<file path="config.mk">
export PLATFORM = sky130hd
export DESIGN_NAME = fetch_stage
export DESIGN_NICKNAME = d
export VERILOG_FILES = /design/src/rtl/constants_pkg.sv /design/src/rtl/structure_pkg.sv /design/src/rtl/fetch_skid_buffer.sv /design/src/rtl/fetch_stage.sv
export SDC_FILE = /design/constraint.sdc
export NUM_CORES = 1
export LEC_CHECK = 0
export BUFFER_PORTS_ARGS = -buffer_cell sky130_fd_sc_hd__buf_2
export CORE_MARGIN = 3
export CORE_UTILIZATION = 50
export CTS_CLUSTER_SIZE = 10
export DETAILED_ROUTE_END_ITERATION = 8
export PLACE_DENSITY = 0.77
export SETUP_SLACK_MARGIN = 0.3
export SLEW_MARGIN = 20
export SYNTH_ARGS = -nofsm -noshare
export SYNTH_HDL_FRONTEND = slang
export SYNTH_SLANG_ARGS = --single-unit
</file>
<file path="constraint.sdc">
create_clock -name clk -period 2.25 [get_ports clk]
set_input_delay 0.225 -clock clk [delete_from_list [all_inputs] [get_ports clk]]
set_output_delay 0.225 -clock clk [all_outputs]
set_load 0.005 [all_outputs]
</file>
<file path="src/rtl/constants_pkg.sv">
// ============================================================================
// Module      : constants_pkg
// Description : Architectural widths and fetch-stage default constants.
// Revision    : 1.0 - initial release
// ============================================================================
`default_nettype none

package constants_pkg;

    localparam int          ARCH_LEN         = 32;
    localparam int          INST_LEN         = 32;
    localparam logic [31:0] RESET_PC_DEFAULT = 32'h0000_1000;
    // ADDI x0,x0,0
    localparam logic [31:0] NOP_INST_DEFAULT = 32'h0000_0013;

endpackage

`default_nettype wire

</file>
<file path="src/rtl/structure_pkg.sv">
// ============================================================================
// Module      : structure_pkg
// Description : Shared types for the fetch stage and its decode-side consumer.
// Revision    : 1.0 - initial release
// ============================================================================
`default_nettype none

package structure_pkg;

    typedef enum logic [1:0] {
        REQ   = 2'd0,
        WAIT  = 2'd1,
        HOLD  = 2'd2,
        DRAIN = 2'd3
    } fetch_state_t;

    typedef struct packed {
        logic                                valid;
        logic [constants_pkg::INST_LEN-1:0]  inst;
    } inst_fetched_t;

endpackage

`default_nettype wire

</file>
<file path="src/rtl/fetch_skid_buffer.sv">
// ============================================================================
// Module      : fetch_skid_buffer
// Description : One-entry {inst, pc} holding register used while decode stalls.
// Revision    : 1.0 - initial release
// ============================================================================
`default_nettype none

module fetch_skid_buffer
    import constants_pkg::*;
(
    input  logic                clk,
    input  logic                rst,
    input  logic                i_load,
    input  logic                i_drain,
    input  logic                i_flush,
    input  logic [INST_LEN-1:0] i_inst,
    input  logic [ARCH_LEN-1:0] i_pc,
    output logic                o_full,
    output logic [INST_LEN-1:0] o_inst,
    output logic [ARCH_LEN-1:0] o_pc
);

    logic                r_full;
    logic [INST_LEN-1:0] r_inst;
    logic [ARCH_LEN-1:0] r_pc;

    always_ff @(posedge clk) begin
        if (rst) begin
            r_full <= 1'b0;
            r_inst <= '0;
            r_pc   <= '0;
        end else if (i_flush) begin
            r_full <= 1'b0;
        end else if (i_load) begin
            r_full <= 1'b1;
            r_inst <= i_inst;
            r_pc   <= i_pc;
        end else if (i_drain) begin
            r_full <= 1'b0;
        end
    end

    assign o_full = r_full;
    assign o_inst = r_inst;
    assign o_pc   = r_pc;

endmodule

`default_nettype wire

</file>
<file path="src/rtl/fetch_stage.sv">
// ============================================================================
// Module      : fetch_stage
// Description : Single-outstanding instruction fetch front end feeding decode.
// Revision    : 1.0 - initial release
// ============================================================================
`default_nettype none

module fetch_stage
    import constants_pkg::*;
    import structure_pkg::*;
#(
    parameter logic [ARCH_LEN-1:0] RESET_PC = RESET_PC_DEFAULT,
    parameter logic [INST_LEN-1:0] NOP_INST = NOP_INST_DEFAULT
) (
    input  logic                clk,
    input  logic                rst,
    input  logic                load_to_use_hazard,
    input  logic                branch_taken,
    input  logic [ARCH_LEN-1:0] branch_target,
    output logic                imem_req_valid,
    output logic [ARCH_LEN-1:0] imem_req_addr,
    input  logic                imem_req_ready,
    input  logic                imem_rsp_valid,
    input  logic [INST_LEN-1:0] imem_rsp_data,
    output inst_fetched_t       inst_fetched_out,
    output logic [ARCH_LEN-1:0] pc_out
);

    fetch_state_t        r_state, w_state_next;
    logic [ARCH_LEN-1:0] r_pc, w_pc_next, w_pc_plus4;
    inst_fetched_t       r_out, w_out_next;
    logic [ARCH_LEN-1:0] r_pc_out, w_pc_out_next;

    logic                w_skid_load, w_skid_drain, w_skid_flush, w_skid_full;
    logic [INST_LEN-1:0] w_skid_inst;
    logic [ARCH_LEN-1:0] w_skid_pc;

    // Low target bits are architecturally ignored.
    logic w_unused_target_lsbs;
    assign w_unused_target_lsbs = &{1'b0, branch_target[1:0]};

    // A redirecting cycle must not launch a request to the stale PC.
    assign imem_req_valid = (r_state == REQ) && !rst && !branch_taken;
    assign imem_req_addr  = r_pc;
    assign w_pc_plus4     = r_pc + ARCH_LEN'(4);

    always_comb begin
        w_state_next  = r_state;
        w_pc_next     = r_pc;
        w_out_next    = r_out;
        w_pc_out_next = r_pc_out;
        w_skid_load   = 1'b0;
        w_skid_drain  = 1'b0;
        w_skid_flush  = 1'b0;

        if (branch_taken) begin
            w_pc_next        = {branch_target[ARCH_LEN-1:2], 2'b00};
            w_skid_flush     = 1'b1;
            w_out_next.valid = 1'b0;
            w_out_next.inst  = NOP_INST;
            // Still owed a response for the squashed request unless it is here now.
            if ((r_state == WAIT || r_state == DRAIN) && !imem_rsp_valid) begin
                w_state_next = DRAIN;
            end else begin
                w_state_next = REQ;
            end
        end else begin
            case (r_state)
                REQ: begin
                    if (imem_req_valid && imem_req_ready) begin
                        w_state_next = WAIT;
                    end
                end
                WAIT: begin
                    if (imem_rsp_valid) begin
                        if (load_to_use_hazard) begin
                            w_skid_load  = 1'b1;
                            w_state_next = HOLD;
                        end else begin
                            w_pc_next    = w_pc_plus4;
                            w_state_next = REQ;
                        end
                    end
                end
                HOLD: begin
                    if (!load_to_use_hazard) begin
                        w_skid_drain = 1'b1;
                        w_pc_next    = w_pc_plus4;
                        w_state_next = REQ;
                    end
                end
                DRAIN: begin
                    if (imem_rsp_valid) begin
                        w_state_next = REQ;
                    end
                end
                default: w_state_next = REQ;
            endcase

            if (!load_to_use_hazard) begin
                if (r_state == WAIT && imem_rsp_valid) begin
                    w_out_next.valid = 1'b1;
                    w_out_next.inst  = imem_rsp_data;
                    w_pc_out_next    = w_pc_plus4;
                end else if (r_state == HOLD && w_skid_full) begin
                    w_out_next.valid = 1'b1;
                    w_out_next.inst  = w_skid_inst;
                    w_pc_out_next    = w_skid_pc + ARCH_LEN'(4);
                end else begin
                    w_out_next.valid = 1'b0;
                    w_out_next.inst  = NOP_INST;
                end
            end
        end
    end

    always_ff @(posedge clk) begin
        if (rst) begin
            r_state    <= REQ;
            r_pc       <= RESET_PC;
            r_out      <= '{valid: 1'b0, inst: NOP_INST};
            r_pc_out   <= '0;
        end else begin
            r_state    <= w_state_next;
            r_pc       <= w_pc_next;
            r_out      <= w_out_next;
            r_pc_out   <= w_pc_out_next;
        end
    end

    fetch_skid_buffer u_skid (
        .clk     (clk),
        .rst     (rst),
        .i_load  (w_skid_load),
        .i_drain (w_skid_drain),
        .i_flush (w_skid_flush),
        .i_inst  (imem_rsp_data),
        .i_pc    (r_pc),
        .o_full  (w_skid_full),
        .o_inst  (w_skid_inst),
        .o_pc    (w_skid_pc)
    );

    assign inst_fetched_out = r_out;
    assign pc_out           = r_pc_out;

endmodule

`default_nettype wire
</file>
==> impl_metrics.yaml <==
global_routing:
  grt_pass1_vias: 7582
  grt_pass1_wl_um: 38100
  track_usage: 0.279
  grt_antenna_before_repair: 0
  grt_max_degree: 59
  gr-total-overflow: 0
synthesis:
  synth_top_family_by_area: "simple AND/OR/NAND/NOR gates"
  synth-compound-area-share: 0.186
  synth-edff-count: 0
  synth_ff_type: "dfxtp_1"
  avgSynthCellArea_um2: 7.44
  ys_types: 51
  yosysTopAreaCell: "dfxtp_1"
  syn-cell-area_mm2: 0.00780
  synth_simple_gate_area_frac: 0.294
  synthXorXnorAreaFrac: 0.0550
  synthCells: 1049
  yosysSeqAreaShare: 0.405
  synth_most_common_cell: "nand2_1"
  synth_area_leaders: "dfxtp_1 (41%), nand2_1 (11%), a21oi_1 (7.8%)"
  ys.warnings.count: 0
  synth_fa_ha_area_frac: 0.00321
  yosys_register_bits: 158
  async_flop_share: 0
  synthMuxAreaShare: 0.00513
  synth_top_area_share: 0.405
  yosys-top-cells-count: "nand2_1 (233), dfxtp_1 (158), a21oi_1 (122), nor2_1 (84), clkbuf_1 (74)"
sta:
  period_needed_ns: 2.06
  fin_ws_ns: 0.195
  rsz0062_at_grt: "true"
  finalCritPeriodShare: 0.913
  setup_viol: 0
  clock.fmax_mhz: 487
  worstMarginPinSlew_ns: 0.614
  drv_slew: 0
  finalHoldViolCount: 0
  fin_worst_skew_ns: 0.00726
  maxSlewHeadroom: 0.591
  fin_setup_tns_ns: 0
  fin_hold_ws_ns: 0.0181
placement:
  place.gp.congestion: 0.888
  dp_slack_ns: 0.107
  hpwl_um: 16600
  portBuffers: 161
die:
  initial_core_util: 0.512
  die_y_um: 131
  dieWidth_um: 131
  rows: 45
  dieArea_mm2: 0.0171
  core_area_mm2: 0.0153
  io_pins: 168
clock_tree:
  cts_tree: "done"
  clock-sinks: 158
  clk_pin_slew_ns: 0.06
  hold_buffers: 0
  cts_buffers: 17
  cts_buffer_depth: 2
  worstSkewPairLatency_ns: 0.43
  cts_root_buf: "clkbuf_16"
  htree_levels: 4
final_layout:
  nNetsFinal: 1286
  drive_gt1_frac: 0.270
  fin_util: 0.658
  diodes: 0
  syn2layout_area_growth_pct: 28.6
pwr:
  p_leak_nw: 3.73
  seqPwrFrac: 0.444
  sw_frac_of_total: 0.230
  p_total_mw: 6.54
  power_density_mw_per_mm2: 651
  peakVddDrop_uv: 574
  clock_power_share: 0.468
  p_switching_mw: 1.51
  combPwrFrac: 0.088
  internal-power_mw: 5.03
detailed_routing:
  drtIter0Drc: 739
  drt-total-wl_um: 25000
  vias: 8502
  ant_nets: 0
  avgViaCountPerCell: 5.91
  route.detailed.drc: 0
  wl_per_cell_um: 17.4
  dr.pass1.iters: 7
setup_path:
  crit_fanout: 6
  required_ns: 2.59
  crit_type: "reg -> reg"
  cp_data_arrival_time_ns: 2.40
  cp_top_family: "simple AND/OR/NAND/NOR gates"
  crit_buf_inv: 0
  endpoint_kind: "flip-flop"
  crit_path_max_incr_delay_ns: 0.53
  critPathSlowestCell: "or4_4"
  startpoint_type: "flip-flop"
  crit_chain: "nand3b_1 -> a21o_1 -> or4_4 -> or3_1 -> a311oi_2"
hold_path:
  holdCritPathClass: "in -> reg"
outcome:
  status: "finished, final reports clean"
job:
  drv_cap: 0
[layout by cell type, fill, tap and decap left out, drive strengths merged, types with 27 or more instances in the layout]
cell,count
xnor2,35
clkbuf,27
nand3,42
a21oi,122
buf,233
nor3,37
nor2,84
dfxtp,158
o21ai,27
nand2,233
[power groups by stage]
stage                     clock, mW  sequential, mW  combinational, mW
after CTS                      3.08            2.90              0.551
after floorplan                   0            2.97              0.299
after detailed placement          0            2.96              0.543
after global placement            0            2.96              0.540
after global routing           3.20            2.91              0.626
final                          3.06            2.90              0.578
[final timing paths]
check | startpoint | to | slack, ns | cells after the start
max | r_state[1] | imem_req_addr[29] | 0.19 | 5
min | branch_target[2] | imem_req_addr[2] | 0.02 | 2
max reg2reg | r_state[1] | imem_req_addr[29] | 0.19 | 5
min reg2reg | inst_fetched_out[32] | inst_fetched_out[32] | 0.45 | 2
[through the flow]
step	cells	area, um^2
after floorplan	1052	7900
after global placement	1398	9090
after detailed placement	1398	9090
after CTS	1432	9800
after global routing	1438	10000
final	1438	10000
[cell families after synthesis]
kind of cell,after synthesis
mux,4
flops,158
simple gates,498
buf+inv,100
fa+ha+maj,2
compound gates,237
other cells,1
xor+xnor,49
[state kept, by name, summed over array words and instances (netlist names)]
| signal | count |
|---|---|
| u_skid.o_pc | 30 |
| u_skid.o_full | 1 |
| u_skid.o_inst | 32 |
| inst_fetched_out | 33 |
| imem_req_addr | 30 |
| r_state | 2 |
| pc_out | 30 |
[area by class of cell]
cell class	instances	area [um^2]
clock inverters	6	130
repair buffers	234	1420
fillers	1335	5220
well taps	211	264
clock buffers	26	489
inverters	9	33.8
flip-flops and latches	158	3190
multi-input cells	794	4500
[worst register-to-register path: stages, from the launching register on]
cell and delay (ns):
dfxtp_1 0.35, nand3b_1 0.25, a21o_1 0.29, or4_4 0.53, or3_1 0.33, a311oi_2 0.23
[metal layers]
| layer | vias up | global-route usage | share of wire | wire, um |
|---|---|---|---|---|
| li1 | 4000 | - | - | - |
| met1 | 4045 | 0.370 | 0.42 | 10400 |
| met2 | 394 | 0.448 | 0.48 | 11900 |
| met3 | 63 | 0.0569 | 0.078 | 1960 |
| met4 | 0 | 0.110 | 0.028 | 689 |
| met5 | - | 0 | 0 | 0 |
[timing repair]
item,CTS,global route
resized for setup,22,47
setup buffers,2,4
hold endpoints to repair,0,0
cloned,0,2
pin swaps,8,9
setup endpoints to repair,19,37
Note: power is estimated with default switching activity, not from simulation.
